## config.mk

```make
export PLATFORM = sky130hd
export DESIGN_NAME = fp_mul_pipe
export DESIGN_NICKNAME = d
export VERILOG_FILES = /design/src/rtl/fp_mul_pkg.sv /design/src/rtl/fp_mul_norm_round.sv /design/src/rtl/fp_mul_pipe.sv
export SDC_FILE = /design/constraint.sdc
export NUM_CORES = 2
export LEC_CHECK = 0
export ABC_AREA = 1
export BUFFER_PORTS_ARGS = -buffer_cell sky130_fd_sc_hd__buf_2
export CAP_MARGIN = 20
export CORE_MARGIN = 5
export CORE_UTILIZATION = 60
export CTS_CLUSTER_SIZE = 10
export DETAILED_ROUTE_END_ITERATION = 10
export GPL_TIMING_DRIVEN = 0
export MAX_ROUTING_LAYER = met4
export PLACE_DENSITY = 0.82
export SLEW_MARGIN = 10
export SYNTH_ARGS = -nofsm -noshare
export SYNTH_HDL_FRONTEND = slang
export SYNTH_SLANG_ARGS = --single-unit
```

## constraint.sdc

```tcl
create_clock -name clk -period 9 [get_ports clk]
set_input_delay 0 -clock clk [delete_from_list [all_inputs] [get_ports clk]]
set_output_delay 0 -clock clk [all_outputs]
set_load 0.01 [all_outputs]
```

## src/rtl/fp_mul_pkg.sv

```systemverilog
// Shared types and helpers for the pipelined floating-point multiplier.
// Default field widths give IEEE binary32.
package fp_mul_pkg;

    localparam int EXP_W_DEF = 8;
    localparam int MAN_W_DEF = 23;

    typedef enum logic [1:0] {FP_ZERO, FP_NORM, FP_INF, FP_NAN} fp_class_e;

    typedef struct packed {
        logic invalid;
        logic overflow;
        logic underflow;
    } fp_flags_t;

    function automatic int bias(input int exp_w);
        return (1 << (exp_w - 1)) - 1;
    endfunction

    // Canonical quiet NaN, right-aligned in a 64-bit word; callers slice to W.
    function automatic logic [63:0] qnan(input int exp_w, input int man_w);
        logic [63:0] r;
        r = '0;
        for (int i = 0; i < exp_w; i++) r[man_w + i] = 1'b1;
        r[man_w - 1] = 1'b1;
        return r;
    endfunction

endpackage

```

## src/rtl/fp_mul_norm_round.sv

```systemverilog
// Stage-3 normalise, round and pack for the FP multiplier (combinational).
// Rounding: RNE when FP_MUL_RNE_EN is defined, truncation otherwise.
module fp_mul_norm_round
    import fp_mul_pkg::*;
#(
    parameter int EXP_W = EXP_W_DEF,
    parameter int MAN_W = MAN_W_DEF,
    localparam int W = 1 + EXP_W + MAN_W,
    localparam int PW = 2 * MAN_W + 2,
    localparam int XW = EXP_W + 2
) (
    input  logic                 sign,
    input  fp_class_e            cls,
    input  logic signed [XW-1:0] esum,
    input  logic [PW-1:0]        prod,
    output logic [W-1:0]         y,
    output fp_flags_t            flags
);

    localparam logic [63:0] QNAN_L = qnan(EXP_W, MAN_W);
    localparam logic [W-1:0] QNAN = QNAN_L[W-1:0];
    localparam logic signed [XW-1:0] E_TOP = XW'((1 << EXP_W) - 1);
    localparam logic signed [XW-1:0] E_ZERO = '0;

    logic [PW-1:0]        pn;
    logic [MAN_W:0]       sig;
    logic [MAN_W-1:0]     frac;
    logic signed [XW-1:0] e1;
    logic signed [XW-1:0] e2;

    // Product of two [1,2) significands lies in [1,4): at most one right shift.
    assign pn  = prod[PW-1] ? prod : (prod << 1);
    assign e1  = esum + $signed({{(XW-1){1'b0}}, prod[PW-1]});
    assign sig = pn[PW-1:MAN_W+1];

`ifdef FP_MUL_RNE_EN
    logic           guard_bit;
    logic           round_bit;
    logic           sticky_bit;
    logic           inc;
    logic [MAN_W+1:0] sum;

    assign guard_bit  = pn[MAN_W];
    assign round_bit  = pn[MAN_W-1];
    assign sticky_bit = |pn[MAN_W-2:0];
    assign inc  = guard_bit & (round_bit | sticky_bit | sig[0]);
    assign sum  = {1'b0, sig} + {{(MAN_W+1){1'b0}}, inc};
    // A carry out leaves 10.00..0, so the fraction is zero either way.
    assign frac = sum[MAN_W+1] ? sum[MAN_W:1] : sum[MAN_W-1:0];
    assign e2   = e1 + $signed({{(XW-1){1'b0}}, sum[MAN_W+1]});
`else
    logic unused_bits;

    assign unused_bits = ^{sig[MAN_W], pn[MAN_W:0]};
    assign frac = sig[MAN_W-1:0];
    assign e2   = e1;
`endif

    always_comb begin
        y     = '0;
        flags = '0;
        case (cls)
            FP_NAN: begin
                y             = QNAN;
                flags.invalid = 1'b1;
            end
            FP_INF:  y = {sign, {EXP_W{1'b1}}, {MAN_W{1'b0}}};
            FP_ZERO: y = {sign, {(W-1){1'b0}}};
            default: begin
                if (e2 >= E_TOP) begin
                    y              = {sign, {EXP_W{1'b1}}, {MAN_W{1'b0}}};
                    flags.overflow = 1'b1;
                end else if (e2 <= E_ZERO) begin
                    y               = {sign, {(W-1){1'b0}}};
                    flags.underflow = 1'b1;
                end else begin
                    y = {sign, e2[EXP_W-1:0], frac};
                end
            end
        endcase
    end

endmodule

```

## src/rtl/fp_mul_pipe.sv

```systemverilog
// Three-stage pipelined floating-point multiplier with valid/ready streaming.
// Optional macro FP_MUL_RNE_EN selects round-to-nearest-even instead of truncation.
module fp_mul_pipe
    import fp_mul_pkg::*;
#(
    parameter int EXP_W = EXP_W_DEF,
    parameter int MAN_W = MAN_W_DEF,
    localparam int W = 1 + EXP_W + MAN_W
) (
    input  logic         clk,
    input  logic         rst,
    input  logic         in_valid,
    output logic         in_ready,
    input  logic [W-1:0] a,
    input  logic [W-1:0] b,
    output logic         out_valid,
    input  logic         out_ready,
    output logic [W-1:0] y,
    output logic         flag_invalid,
    output logic         flag_overflow,
    output logic         flag_underflow
);

    localparam int PW = 2 * MAN_W + 2;
    localparam int XW = EXP_W + 2;
    localparam logic [XW-1:0] BIAS_X = XW'(bias(EXP_W));

    // Handshake: a word moves on a rising edge where valid && ready; the whole
    // pipe advances together whenever the output slot is empty or being taken.
    logic en;
    assign en       = !out_valid || out_ready;
    assign in_ready = en;

    function automatic fp_class_e classify(input logic [EXP_W-1:0] e, input logic [MAN_W-1:0] f);
        if (e == '0)      return FP_ZERO;
        else if (e == '1) return (f == '0) ? FP_INF : FP_NAN;
        else              return FP_NORM;
    endfunction

    fp_class_e ca, cb, c1_next;
    logic [XW-1:0] esum_next;

    assign ca = classify(a[W-2:MAN_W], a[MAN_W-1:0]);
    assign cb = classify(b[W-2:MAN_W], b[MAN_W-1:0]);
    assign esum_next = {2'b00, a[W-2:MAN_W]} + {2'b00, b[W-2:MAN_W]} - BIAS_X;

    // Special-value precedence resolved once, up front.
    always_comb begin
        c1_next = FP_NORM;
        if (ca == FP_NAN || cb == FP_NAN || (ca == FP_INF && cb == FP_ZERO) ||
            (ca == FP_ZERO && cb == FP_INF))
            c1_next = FP_NAN;
        else if (ca == FP_INF || cb == FP_INF)
            c1_next = FP_INF;
        else if (ca == FP_ZERO || cb == FP_ZERO)
            c1_next = FP_ZERO;
    end

    logic                 s1_valid, s1_sign;
    fp_class_e            s1_cls;
    logic signed [XW-1:0] s1_esum;
    logic [MAN_W:0]       s1_ma, s1_mb;

    always_ff @(posedge clk or posedge rst) begin
        if (rst) begin
            s1_valid <= 1'b0;
            s1_sign  <= 1'b0;
            s1_cls   <= FP_ZERO;
            s1_esum  <= '0;
            s1_ma    <= '0;
            s1_mb    <= '0;
        end else if (en) begin
            s1_valid <= in_valid;
            s1_sign  <= a[W-1] ^ b[W-1];
            s1_cls   <= c1_next;
            s1_esum  <= esum_next;
            s1_ma    <= {1'b1, a[MAN_W-1:0]};
            s1_mb    <= {1'b1, b[MAN_W-1:0]};
        end
    end

    logic                 s2_valid, s2_sign;
    fp_class_e            s2_cls;
    logic signed [XW-1:0] s2_esum;
    logic [PW-1:0]        s2_prod;

    always_ff @(posedge clk or posedge rst) begin
        if (rst) begin
            s2_valid <= 1'b0;
            s2_sign  <= 1'b0;
            s2_cls   <= FP_ZERO;
            s2_esum  <= '0;
            s2_prod  <= '0;
        end else if (en) begin
            s2_valid <= s1_valid;
            s2_sign  <= s1_sign;
            s2_cls   <= s1_cls;
            s2_esum  <= s1_esum;
            s2_prod  <= PW'(s1_ma) * PW'(s1_mb);
        end
    end

    logic [W-1:0] y_next;
    fp_flags_t    flags_next, out_flags;

    fp_mul_norm_round #(.EXP_W(EXP_W), .MAN_W(MAN_W)) u_norm_round (
        .sign  (s2_sign),
        .cls   (s2_cls),
        .esum  (s2_esum),
        .prod  (s2_prod),
        .y     (y_next),
        .flags (flags_next)
    );

    always_ff @(posedge clk or posedge rst) begin
        if (rst) begin
            out_valid <= 1'b0;
            y         <= '0;
            out_flags <= '0;
        end else if (en) begin
            out_valid <= s2_valid;
            y         <= y_next;
            out_flags <= flags_next;
        end
    end

    assign flag_invalid   = out_flags.invalid;
    assign flag_overflow  = out_flags.overflow;
    assign flag_underflow = out_flags.underflow;

endmodule

```

== After elaboration in Yosys (flattened, before gate mapping) ==
Index checks and enable logic that the tools add are counted.
Widths: inputs -> output; s select.

* Eq/ne operators: 8
* Muxes and demuxes: 18
* Bitwise gates (word level): 1
* Reductions and logical operators: 17
* Multiply operators: 1
* Add/subtract/negate cells: 3
* $lt $le $gt $ge: 2

{| class="wikitable"
|+ Operator list
! operator !! number
|-
| $pmux 32 s3 || 1
|-
| $mux 31 || 2
|-
| $mul 24x24->48 || 1
|-
| $mux 47 || 1
|-
| $logic_not 23->1 || 2
|-
| $eq 8x8->1 const B || 2
|-
| $logic_not 8->1 || 2
|-
| $mux 2 || 7
|-
| $eq 2x2->1 const B || 6
|-
| $add 10x2->10 || 1
|-
| $ge 10x9->1 const B || 1
|-
| $le 10x1->1 const B || 1
|-
| $sub 9x7->10 const B || 1
|-
| $add 8x8->9 || 1
|-
| $mux 1 || 7
|-
| $logic_not 2->1 || 3
|-
| $logic_or 1x1->1 || 6
|-
| $reduce_or 3->1 || 1
|-
| $logic_and 1x1->1 || 2
|-
| $logic_not 1->1 || 1
|-
| $xor 1x1->1 || 1
|}

* Bits in registers: 160
* Output and inout port bits: 37
* Input port bits: 68
* Logic and storage cells: 66

== Logic depth before layout (Yosys ltp) ==
* Word-level depth: 9
* Gate-level depth with buffers: 31
* Mapped depth without buffers: 29

== Cells and area by module ==
Synthesis repeated with hierarchy kept, for this count alone.

* Cell total of the unflattened synthesis: 3868
* Area total of the unflattened synthesis: 28250.8 µm²

{| class="wikitable"
|+ Modules (own cells, without submodules)
! module !! cells each !! times used !! sequential area each (µm²) !! area each (µm²)
|-
| fp_mul_pipe || 3656 || 1 || 3978.8 || 27262.4
|-
| fp_mul_norm_round || 212 || 1 || 0.0 || 988.4
|}

== Worst setup path before layout ==
No wires, ideal clock.

* Kind: register to register
* From: register s1_ma[13]
* To: register s2_prod[37]
* Library setup time: 0.130 ns
* Period minus slack after synthesis: 6.044 ns
* Required time: 8.870 ns
* Buffers on the path: 2
* Arrival time: 5.914 ns
* Slack: 2.956 ns
* Stages on the path, launching flop included: 30
* Path through: dfrtp_1 -> clkbuf_1 -> clkbuf_1 -> nand2_1 -> fa_1 -> inv_1 -> fa_1 -> inv_1 -> fa_1 -> inv_1 -> fa_1 -> inv_1 -> fa_1 -> inv_1 -> fa_1 -> inv_1 -> fa_1 -> inv_1 -> ha_1 -> nand2_1 -> nor2_1 -> inv_1 -> nor3_1 -> nand2_1 -> nand2_1 -> nand2_1 -> nand3_1 -> nand2_1 -> nand3_1 -> o21ai_0

* Longest elaborated chain between the ends: 1

{| class="wikitable"
|+ Ends and longest elaborated chain
! what !! RTL line !! source
|-
| start: declaration || fp_mul_pipe.sv:62 || <nowiki>logic [MAN_W:0] s1_ma, s1_mb;</nowiki>
|-
| start signal: assignment || fp_mul_pipe.sv:77 || <nowiki>s1_ma <= {1'b1, a[MAN_W-1:0]};</nowiki>
|-
| $mul 24x24->48 || fp_mul_pipe.sv:99 || <nowiki>s2_prod <= PW'(s1_ma) * PW'(s1_mb);</nowiki>
|-
| end signal: assignment || fp_mul_pipe.sv:99 ||
|-
| end: declaration || fp_mul_pipe.sv:85 || <nowiki>logic [PW-1:0] s2_prod;</nowiki>
|}

Every way passes these cells.
A chain may end at the register's enable or synchronous reset.

== Worst setup path after layout ==
* From: register s1_ma[9]
* To: register s2_prod[37]

Same word-level chain as after synthesis.

==> impl_metrics.env <==
export IMPL_cts_hold_buf=53
export IMPL_critical_path_max_stage_delay_ns=0.82
export IMPL_hpwl_mm=66.7
export IMPL_gp_congestion=1.09
export IMPL_report_final_slew_viol_count=0
export IMPL_synth_top_family_by_area="adder cells"
export IMPL_h_tree_depth=4
export IMPL_period_share_pct=89.8
export IMPL_synthTopCellsByArea="fa_1, nand2_1, inv_1, dfrtp_1, ha_1"
export IMPL_antenna_found_initial=0
export IMPL_crit_fanout=10
export IMPL_start_util_pct=60.8
export IMPL_busiest_layer="met2"
export IMPL_drt_pass1_iter_count=8
export IMPL_status="finished clean"
export IMPL_startpoint_type="flop"
export IMPL_rows=76
export IMPL_synth_commonest_cells="nand2_1, inv_1, fa_1"
export IMPL_fin_setup_tns_ns=0
export IMPL_ys_ff_latch=136
export IMPL_post_cts_buffers=0
export IMPL_placed_area_um2=27500
export IMPL_grt_use_met1_pct=45.9
export IMPL_design_area_um2=28700
export IMPL_skew_ns=0.0197
export IMPL_ys_flop_type="dfrtp_1"
export IMPL_setup_viol=0
export IMPL_core_um2=43200
export IMPL_crit_path_top_delay_cell="clkbuf_1"
export IMPL_die_x_um=219
export IMPL_synth_top_cell_area_share_pct=36.7
export IMPL_numCtsBuffers=17
export IMPL_clk_path_buf_depth=2
export IMPL_syn_nets=4231
export IMPL_critPathLaunch="s1_ma[9]$_DFFE_PP0P_"
export IMPL_yosys_area_share_xor_xnor_pct=0.805
export IMPL_grt_pass1_wl_mm=133
export IMPL_netlist_area_um2=26300
export IMPL_syn_area_per_cell_um2=7.52
export IMPL_layout_drive_gt1_share_pct=4.53
export IMPL_synthMostInstantiatedCell="nand2_1"
export IMPL_clk_latency_ns=0.45
export IMPL_globalRouteMet3Util_pct=11.3
export IMPL_fill_cells=3595
export IMPL_cts_sinks=136
export IMPL_critPathKind="flop to flop"
export IMPL_cts_resized_gates=0
export IMPL_worstPathRequired_ns=9.31
export IMPL_hold_path_class="input port to flop"
export IMPL_synth_cell_types=40
export IMPL_critical_path_most_common_cell="inv_1"
export IMPL_synth_top_area_cell="fa_1"
export IMPL_yosys_area_share_adder_pct=45.7
export IMPL_drt_iter0_markers=2792
export IMPL_async_flop_share_pct=100
export IMPL_portBuffers=104
export IMPL_grt_util_all_layers_pct=37.7
export IMPL_final_antenna_net_count=0
export IMPL_slew_limit_headroom_pct=28.6
export IMPL_cp_arrival_ns=8.39
export IMPL_yosysSeqAreaShare_pct=13.0
export IMPL_wl_mm=85.0
export IMPL_cts_tree="built"
export IMPL_grt_start_max_net_pins=89
export IMPL_die_area_um2=48100
export IMPL_hold_path_startpoint="a[23]"
export IMPL_grt_setup_unrepaired="no"
export IMPL_synth_cells=3494
export IMPL_hold_slack_ns=0.0703
export IMPL_drv_cap=0
export IMPL_cts_root_buf="clkbuf_16"
export IMPL_worstReg2RegStart="s1_ma[9]$_DFFE_PP0P_"
export IMPL_synth_compound_area_share_pct=4.00
export IMPL_final_nets=4408
export IMPL_grt_pass1_vias=24300
export IMPL_cp_end_kind="flop"
export IMPL_period_needed_ns=8.08
export IMPL_overflow=0
export IMPL_syn_to_final_growth_pct=9.10
export IMPL_tightest_slew_ns=1.07
export IMPL_synth_edf_count=0
export IMPL_clkSlewWorstSetupHoldPaths_ns=0.07
export IMPL_wl_per_cell_um=19.9
export IMPL_drc=0
export IMPL_use_met2_pct=56.5
export IMPL_yosys_mux_area_fraction_pct=0
export IMPL_vias=23500
export IMPL_synth_warnings=0
export IMPL_yosys_area_share_simple_pct=20.1
export IMPL_max_clock_freq_mhz=124
export IMPL_hold_viol=0
export IMPL_die_y_um=219
export IMPL_post_drt_via_cell_ratio=5.50
export IMPL_io_pins=105
[kinds of logic (layout without fill, tap and decap cells)]
family                     count (synthesis)  count (layout)
other                                      0               2
buffers and inverters                   1143            1332
DFF                                      136             136
adders and majority gates                669             669
AOI/OAI and AO/OA                        198             198
xor gates and xnor gates                  22              22
and+or+nand+nor                         1326            1326
[path summary, 6_finish.rpt]
check	endpoint	slack [ns]	cells after the start
max	s2_prod[37]$_DFFE_PP0P_	0.92	27
min	s1_esum[0]$_DFFE_PP0P_	0.07	4
max reg2reg	s2_prod[37]$_DFFE_PP0P_	0.92	27
min reg2reg	y[5]$_DFFE_PP0P_	0.48	2
max in group asynchronous	s2_prod[23]$_DFFE_PP0P_	8.01	4
min in group asynchronous	s1_ma[12]$_DFFE_PP0P_	0.16	3
[state kept, by name (all words and copies together) (netlist names)]
register        count
flag_underflow      1
s2_prod            25
s2_esum            10
s1_sign             1
s1_valid            1
s2_sign             1
s1_esum            10
flag_overflow       1
y                  32
s1_ma              24
out_valid           1
s2_valid            1
flag_invalid        1
s1_mb              23
s1_cls              2
s2_cls              2
[metrics by stage]
step | worst slack (ns) | utilization (%) | instances
after floorplan | 2.96 | - | 3494
after global placement | 1.44 | 63.7 | 4183
after detailed placement | 1.33 | 63.8 | 4184
after CTS | 1.29 | 66.4 | 4268
after global routing | 0.701 | 66.4 | 4268
final | 0.918 | 66.4 | 4270
[worst max-delay path: cells and delay by family, from the launching register on]
family	cells	cell delay, ns
AO/OA/AOI/OAI	1	0.10
adder cells (fa/ha/maj)	8	3.84
buffers and inverters	10	2.18
flip-flops	1	0.37
AND/OR/NAND/NOR	8	1.43
[layer usage]
metal  part of all wire [%]  wire length, µm
met5                      0                0
met4                    7.5             6380
met3                     13            11400
met2                     44            37500
met1                     35            29700
[placed cells by master, fill, tap and decap left out, types with 16 or more instances in the layout]
| cell | count |
|---|---|
| clkbuf_1 | 169 |
| nand2_1 | 1056 |
| clkbuf_16 | 17 |
| buf_2 | 106 |
| nor2_1 | 129 |
| nor3_1 | 16 |
| fa_1 | 482 |
| inv_1 | 962 |
| o21ai_0 | 103 |
| nand3_1 | 71 |
| ha_1 | 187 |
| a21oi_1 | 71 |
| nand4_1 | 19 |
| dlygate4sd3_1 | 53 |
| dfrtp_1 | 136 |
[final cells by class]
type | instances | area, µm² | area share [%]
diodes | 2 | 5.00 | 0.0175
plain buffers | 177 | 691 | 2.41
clock buffers | 20 | 457 | 1.59
clock inverters | 11 | 113 | 0.393
inverters | 966 | 3630 | 12.7
multi-input cells | 2215 | 18500 | 64.7
flip-flops and latches | 136 | 3400 | 11.9
well taps | 585 | 732 | 2.55
repair buffers | 158 | 1080 | 3.76
Power is not shown: default switching activity piles up to over one toggle a cycle in this logic, so the estimate is an artifact.
